[config.mk]
export PLATFORM = sky130hd
export DESIGN_NAME = branch_commit_updater
export DESIGN_NICKNAME = d
export VERILOG_FILES = /design/src/rtl/branch_commit_updater.sv
export SDC_FILE = /design/constraint.sdc
export NUM_CORES = 1
export LEC_CHECK = 0
export CAP_MARGIN = 20
export CELL_PAD_IN_SITES_DETAIL_PLACEMENT = 1
export CELL_PAD_IN_SITES_GLOBAL_PLACEMENT = 1
export CORE_UTILIZATION = 46
export CTS_CLUSTER_SIZE = 25
export DETAILED_ROUTE_END_ITERATION = 10
export GPL_TIMING_DRIVEN = 0
export PLACE_DENSITY_LB_ADDON = 0.1
export SYNTH_ARGS = -nofsm -noshare
export SYNTH_HDL_FRONTEND = slang
export SYNTH_SLANG_ARGS = --single-unit
[constraint.sdc]
create_clock -name clk -period 21.4 [get_ports clk]
set_clock_uncertainty 0.2 [all_clocks]
set_input_delay 6.42 -clock clk [delete_from_list [all_inputs] [get_ports clk]]
set_output_delay 6.42 -clock clk [all_outputs]
set_load 0.02 [all_outputs]
[src/rtl/branch_commit_updater.sv]
// branch_commit_updater: commit-side predictor update queue, committed RAS and mispredict redirect.
// Optional BCU_STATS_EN enables the committed-branch / mispredict counters.
`default_nettype none

module branch_commit_updater #(
  parameter int UPQ_DEPTH = 4
) (
  input  logic        clk,
  input  logic        resetn,
  input  logic [1:0]  cm_valid,
  input  logic [1:0]  cm_isbranch,
  input  logic [1:0]  cm_iscall,
  input  logic [1:0]  cm_isret,
  input  logic [1:0]  cm_taken,
  input  logic [1:0]  cm_pred_taken,
  input  logic [63:0] cm_pc,
  input  logic [63:0] cm_target,
  input  logic [63:0] cm_pred_target,
  output logic        cm_ready,
  output logic        wr_en,
  output logic [31:0] wr_PC,
  output logic [31:0] wr_target,
  output logic        wr_isret,
  output logic        wr_isjump,
  output logic        RAS_reset_en,
  output logic [63:0] RAS_reset_data,
  output logic        RAS_flush,
  output logic        redirect_valid,
  output logic [31:0] redirect_pc,
  output logic [31:0] stat_branches,
  output logic [31:0] stat_mispred
);

  localparam int AW = $clog2(UPQ_DEPTH);
  localparam int CW = AW + 1;

  logic [31:0]   q_pc  [UPQ_DEPTH];
  logic [31:0]   q_tgt [UPQ_DEPTH];
  logic          q_ret [UPQ_DEPTH];
  logic          q_jmp [UPQ_DEPTH];
  logic [AW-1:0] wptr, rptr;
  logic [CW-1:0] count;
  logic [63:0]   ras;

  logic [31:0] pc0, pc1, tgt0, tgt1, pt0, pt1;
  logic        acc0, acc1, mis0, mis1, mis, empty, pop;
  logic [63:0] ras_a, ras_b, ras_before;
  logic [31:0] m_pc, m_tgt;
  logic        m_taken, m_isret, m_flush;

  // Ret pops before call pushes; pushed value is the return address word index.
  function automatic logic [63:0] ras_upd(input logic [63:0] r, input logic call,
                                          input logic ret, input logic [31:0] pc);
    logic [63:0] t;
    t = r;
    if (ret)  t = {16'b0, t[63:16]};
    if (call) t = {t[47:0], 16'((pc + 32'd8) >> 2)};
    return t;
  endfunction

  always_comb begin
    pc0  = cm_pc[31:0];          pc1  = cm_pc[63:32];
    tgt0 = cm_target[31:0];      tgt1 = cm_target[63:32];
    pt0  = cm_pred_target[31:0]; pt1  = cm_pred_target[63:32];

    acc0 = cm_valid[0] & cm_isbranch[0];
    mis0 = acc0 & ((cm_taken[0] != cm_pred_taken[0]) | (cm_taken[0] & (tgt0 != pt0)));
    // A slot0 mispredict squashes slot1 entirely.
    acc1 = cm_valid[1] & cm_isbranch[1] & ~mis0;
    mis1 = acc1 & ((cm_taken[1] != cm_pred_taken[1]) | (cm_taken[1] & (tgt1 != pt1)));
    mis  = mis0 | mis1;

    ras_a = acc0 ? ras_upd(ras, cm_iscall[0], cm_isret[0], pc0) : ras;
    ras_b = acc1 ? ras_upd(ras_a, cm_iscall[1], cm_isret[1], pc1) : ras_a;

    m_pc       = mis0 ? pc0 : pc1;
    m_tgt      = mis0 ? tgt0 : tgt1;
    m_taken    = mis0 ? cm_taken[0] : cm_taken[1];
    m_isret    = mis0 ? cm_isret[0] : cm_isret[1];
    ras_before = mis0 ? ras : ras_a;
    m_flush    = m_isret & (ras_before[15:0] == 16'h0);

    empty = (count == '0);
    pop   = ~empty;
  end

  assign cm_ready  = count <= CW'(UPQ_DEPTH - 2);
  assign wr_en     = ~empty;
  assign wr_PC     = empty ? 32'h0 : q_pc[rptr];
  assign wr_target = empty ? 32'h0 : q_tgt[rptr];
  assign wr_isret  = ~empty & q_ret[rptr];
  assign wr_isjump = ~empty & q_jmp[rptr];

  always_ff @(posedge clk) begin
    if (acc0) begin
      q_pc[wptr]  <= pc0;
      q_tgt[wptr] <= tgt0;
      q_ret[wptr] <= cm_isret[0];
      q_jmp[wptr] <= cm_taken[0];
    end
    if (acc1) begin
      q_pc[wptr + AW'(acc0)]  <= pc1;
      q_tgt[wptr + AW'(acc0)] <= tgt1;
      q_ret[wptr + AW'(acc0)] <= cm_isret[1];
      q_jmp[wptr + AW'(acc0)] <= cm_taken[1];
    end
  end

  always_ff @(posedge clk) begin
    if (!resetn) begin
      wptr           <= '0;
      rptr           <= '0;
      count          <= '0;
      ras            <= '0;
      redirect_valid <= 1'b0;
      redirect_pc    <= '0;
      RAS_reset_en   <= 1'b0;
      RAS_flush      <= 1'b0;
      RAS_reset_data <= '0;
    end else begin
      wptr           <= wptr + AW'(acc0) + AW'(acc1);
      rptr           <= rptr + AW'(pop);
      count          <= count + CW'(acc0) + CW'(acc1) - CW'(pop);
      ras            <= ras_b;
      redirect_valid <= mis;
      RAS_reset_en   <= mis & ~m_flush;
      RAS_flush      <= mis & m_flush;
      if (mis) begin
        redirect_pc    <= m_taken ? m_tgt : m_pc + 32'd8;
        RAS_reset_data <= ras_b;
      end
    end
  end

`ifdef BCU_STATS_EN
  logic [31:0] br_cnt, mis_cnt;
  always_ff @(posedge clk) begin
    if (!resetn) begin
      br_cnt  <= '0;
      mis_cnt <= '0;
    end else begin
      br_cnt  <= br_cnt + 32'(acc0) + 32'(acc1);
      mis_cnt <= mis_cnt + 32'(mis);
    end
  end
  assign stat_branches = br_cnt;
  assign stat_mispred  = mis_cnt;
`else
  assign stat_branches = 32'h0;
  assign stat_mispred  = 32'h0;
`endif

endmodule

`default_nettype wire

=== After elaboration in Yosys (flattened, before gate mapping) ===
Memory sizes are Yosys's and may differ from the RTL's. A register that Yosys moved wholly into a read port is not among the register bits.
Cells that the tools add are included.

* Flip-flop bits (word level): 170
* RAM bits: 264
* Bits of input ports: 206
* Output and inout port bits: 231
* Logic and storage cells: 69
* Memories kept: 4

{| class="wikitable"
|+ Memory list
! name !! depth !! bits a word !! read ports !! clocked after memory_dff !! write ports !! line !! source
|-
| q_pc || 4 || 32 || 1 || 1 || 2 || 37 || <nowiki>logic [31:0] q_pc [UPQ_DEPTH];</nowiki>
|-
| q_tgt || 4 || 32 || 1 || 1 || 2 || 38 || <nowiki>logic [31:0] q_tgt [UPQ_DEPTH];</nowiki>
|-
| q_jmp || 4 || 1 || 1 || 1 || 2 || 40 || <nowiki>logic q_jmp [UPQ_DEPTH];</nowiki>
|-
| q_ret || 4 || 1 || 1 || 1 || 2 || 39 || <nowiki>logic q_ret [UPQ_DEPTH];</nowiki>
|}

* $add $sub $neg: 9
* Order comparisons: 1
* Eq/ne operators: 4
* Multiplexer cells: 22
* Bitwise logic cells: 18
* Reduce and logical (&&, ||, !) cells: 2

{| class="wikitable"
|+ Operator list
! operator !! number
|-
| two-way mux 64 bit || 6
|-
| two-way mux 32 bit || 5
|-
| inequality test 32 bit || 2
|-
| adder 18 x 4 -> 18 bit (second input constant) || 2
|-
| adder 32 x 4 -> 32 bit (second input constant) || 1
|-
| zero test 16 bit || 1
|-
| two-way mux 16 bit || 1
|-
| bitwise AND 1 bit || 12
|-
| two-way mux 2 bit || 4
|-
| adder 2 x 1 -> 2 bit || 3
|-
| adder 3 x 1 -> 3 bit || 2
|-
| two-way mux 1 bit || 6
|-
| <= comparator 3 x 2 -> 1 bit (second input constant) || 1
|-
| zero test 3 bit || 1
|-
| NOT 1 bit || 3
|-
| bitwise OR 1 bit || 3
|-
| subtractor 3 x 1 -> 3 bit || 1
|-
| inequality test 1 bit || 2
|}

=== Logic depth before layout (Yosys ltp) ===
* Depth after elaboration: 9
* Mapped depth: 19
* Gate-level depth less buffers: 16

=== Worst setup path before layout ===
No wires, ideal clock.

* Path type: in2reg
* Start point: input port cm_valid[0]
* End point: memory q_jmp[1], enable pin
* Setup time: 581 ps
* Arrival: 12,227 ps
* Data required time: 20,619 ps
* Setup slack: 8,392 ps
* Stages: 7
* Buffers on the path: 4
* Cells stage by stage: and2_1 > clkbuf_1 > buf_2 > buf_1 > clkbuf_1 > nand2_1 > o21ai_0

{| class="wikitable"
|+ RTL lines
! what !! line !! source
|-
| start: declaration || 10 || <nowiki>input logic [1:0] cm_valid,</nowiki>
|-
| end: declaration || 40 ||
|}

=== Worst setup path in the final report ===
* Start point: input port cm_target[31]
* End point: register redirect_pc[31]

* Cells in the longest elaborated chain, start to end: 8
* Elaborated cells on any way between the ends: 13
* Classes of those cells: add/sub (1); eq/ne (1); mux (4); bitwise (7)

{| class="wikitable"
|+ Ends and longest elaborated chain
! what !! line !! source
|-
| start: declaration || 17 || <nowiki>input logic [63:0] cm_target,</nowiki>
|-
| parallel branches: the longest is 8 deep, another holds adder 32 x 4 -> 32 bit || -- ||
|-
| end signal: assignment || 129 || <nowiki>redirect_pc <= m_taken ? m_tgt : m_pc + 32'd8;</nowiki>
|-
| end: declaration || 29 || <nowiki>output logic [31:0] redirect_pc,</nowiki>
|}

Parallel ways; which one is timed is not known.
A chain may end at the register's enable or synchronous reset.

==> flow_summary_export.csv <==
group,metric,value,unit
status,outcome,"completed",
timing,setup_slack,8.57,ns
route,drt_iter0_drc,3223,
hold_path,hold_path.class,"reg2reg",
synth,synth_edf_count,264,
hold_path,whs_path_depth,1,
critical_path,slowest_delay,0.64,ns
global_route,grt_antenna_before_repair,9,
critical_path,cp.arrival,13.14,ns
cts,cts-root-buf,"clkbuf_16",
floorplanning,fp.dieH,238,um
route,routed_wl,133,mm
timing,period_share,60.0,%
critical_path,r2r_end,"q_tgt[1][15]",
route,routed_via_density,6.61,
global_route,grt_pass1_vias,24800,
synth,yosys.area_share.simple,13.4,%
hold_path,hold_end,"redirect_pc[24]",
hold_path,hp-start,"redirect_pc[24]",
synth,synth_top_family_by_area,"multiplexers",
place,place_ws,8.38,ns
floorplanning,rows,86,
place,gp_congestion,0.993,
final_layout,layout_common_cells,"clkdlybuf4s50_1 (346), edfxtp_1 (264), mux2_2 (193)",
critical_path,worstSetupPathType,"in2reg",
cts,cts_max_path_buffers,3,
critical_path,startpoint_type,"input port",
synth,synth-async-reset-ratio,0,%
final_layout,area_growth,25.3,%
synth,synth_top_flop_cell,"edfxtp_1",
place,dp_hpwl,97.3,mm
cts,cts_sinks,434,
route,drcViolationCount,0,
critical_path,crit_top_cell,"nand2_1",
final_layout,fin_area,32000,um^2
run,cap_violations,0,
timing,slew_headroom,16.5,%
synth,ys_warn_count,0,
timing,fin_tns_setup,0,ns
cts,insertion_delay,0.61,ns
route,drt_pass1_iterations,6,
place,place_area,30400,um^2
timing,grt_setup_unrepaired,"no",
floorplanning,core_area,55000,um^2
timing,setup-violations-final,0,
cts,cts.reportedPaths.clkPinSlew,0.07,ns
synth,synthXorXnorAreaFrac,4.42,%
cts,ctsResizeCount,0,
power,leakagePower,11.0,nW
power,fin_total_pwr,0.00295,W
critical_path,reg2reg_from,"wptr[0]",
floorplanning,initial_core_util,46.5,%
timing,drv_slew,0,
floorplanning,die-width,238,um
power,vdd_drop_max,0.0000756,V
global_route,grt.total_usage,45.7,%
cts,h-tree-depth,2,
synth,synth.distinct_cells,70,
synth,syn-cell-area,25600,um^2
floorplanning,ios,437,
cts,postCtsSetupBuffers,0,
synth,yosysSeqAreaShare,44.3,%
route,wl_per_cell,35.8,um
route,detailroute.wirelength.met3,12.6,mm
global_route,gr-total-overflow,0,
timing,hold_viol,0,
critical_path,cp_cell_sequence,"clkdlybuf4s50_1 > xnor2_1 > nand4_1 > nor4_1 > nand3_1 > nand2_1 > buf_2 > buf_1 > nand2_1 > nand2_1 > ha_1 > nand3_1 > or4_1 > clkbuf_1 > nor2_1 > nor4b_2 > mux2i_1 > a21oi_1 > a311o_1 > o211a_1",
place,port_buffers,346,
floorplanning,die_area,56600,um^2
route,ant_nets,0,
timing,finalCriticalPeriod,12.83,ns
synth,synth_seq_cells,434,
critical_path,reg2reg_slack,17.58,ns
synth,synthAdderAreaFrac,0.548,%
global_route,grt_pass1_wl,185,mm
critical_path,cp_slowest_cell,"clkdlybuf4s50_1",
route,m1WireLength,49.0,mm
critical_path,worst_r2r_path_depth,8,
final_layout,layout_commonest_cell,"clkdlybuf4s50_1",
cts,cts_buffers,49,
cts,cts_tree,"done",
global_route,grt_max_degree,55,
critical_path,cp-end-kind,"flop",
route,wl_met2,61.4,mm
final_layout,drive_above_1_share,16.5,%
synth,syn_inst,2439,
final_layout,final_util,58.3,%
synth,synth_compound_area_share,13.5,%
critical_path,worst-path-max-fanout,10,
power,power.density,92.1,nW/um^2
final_layout,fin_nets,3125,
timing,max_freq,77.9,MHz
synth,synthMuxAreaShare,18.1,%
synth,syn_area_per_cell,10.5,um^2
critical_path,cp.required,21.71,ns
route,highest_layer,"met5",
timing,tightest_slew,1.24,ns
cts,hold_buffers,0,
route,vias,24500,
==> logic make-up after synthesis <==
logic type / Yosys count
AO/OA/AOI/OAI: 543
XOR/XNOR: 129
adder cells (fa/ha/maj): 10
buffers and inverters: 302
flip-flops: 434
multiplexers: 348
other: 1
AND/OR/NAND/NOR: 672
==> worst max-delay path by stage <==
stage | startpoint | end | slack (ns) | cells after the start
after floorplan | cm_valid[0] | q_jmp[1] | 8.39 | 7
after global routing | cm_target[31] | redirect_pc[31] | 8.47 | 20
after global placement | cm_valid[0] | q_tgt[1][15] | 3.09 | 8
final | cm_target[31] | redirect_pc[31] | 8.57 | 20
after CTS | cm_target[31] | redirect_pc[31] | 8.79 | 20
after detailed placement | cm_target[31] | redirect_pc[31] | 8.38 | 20
==> power by group <==
part           switching [W]  internal, W  total, W
sequential         0.0000404     0.000955  0.000995
combinational       0.000634     0.000449   0.00108
clock               0.000384     0.000487  0.000871
==> critical path: cells and delay by family <==
family | cells | cell delay (ns)
simple gates | 10 | 3.12
buf+inv | 4 | 1.75
xor+xnor | 1 | 0.64
compound gates | 3 | 0.56
fa+ha+maj | 1 | 0.36
mux | 1 | 0.26
==> state kept, by name, indices dropped and copies added (netlist names) <==
| name | count |
|---|---|
| q_pc | 128 |
| q_tgt | 128 |
| RAS_reset_data | 64 |
| ras | 64 |
| redirect_pc | 32 |
| q_jmp | 4 |
| q_ret | 4 |
| count | 3 |
| rptr | 2 |
| wptr | 2 |
| RAS_flush | 1 |
| RAS_reset_en | 1 |
| redirect_valid | 1 |
==> synth_stat cells, types with 64 or more instances <==
library cell | instances | share of area, %
a21oi_1 | 122 | 2.4
and2_1 | 94 | 2.3
buf_4 | 67 | 2.0
clkbuf_1 | 138 | 2.0
dfxtp_1 | 170 | 13
edfxtp_1 | 264 | 31
mux2_1 | 64 | 2.8
mux2_2 | 193 | 8.5
mux4_2 | 66 | 5.8
nand2_1 | 104 | 1.5
nand3_1 | 112 | 2.2
nor2_1 | 147 | 2.2
o21ai_0 | 151 | 3.0
xnor2_1 | 96 | 3.3
==> area by class of cell <==
cell class,count,area [um^2]
clock buffers,69,1370
inverters,19,71.3
clock inverters,23,235
repair buffers,356,3640
flip-flops and latches,434,11300
plain buffers,283,1400
fillers,5914,22900
diodes,4,10.0
well taps,748,936
multi-input cells,1766,13100
==> metal layers <==
| layer | up-vias | GRT usage (%) |
|---|---|---|
| met2 | 1874 | 73.8 |
| met5 | - | 0.779 |
| met4 | 8 | 28.6 |
| met1 | 12200 | 55.9 |
| met3 | 460 | 9.20 |
| li1 | 9893 | - |
==> metrics by stage <==
step           hold WS, ns  std cells
3_5_place_dp         0.290       3603
2_1_floorplan        0.330       2502
6_report             0.306       3702
4_1_cts              0.305       3695
5_1_grt              0.322       3701
3_3_place_gp         0.266       3596
No activity file was read; power rests on OpenSTA's default activity.
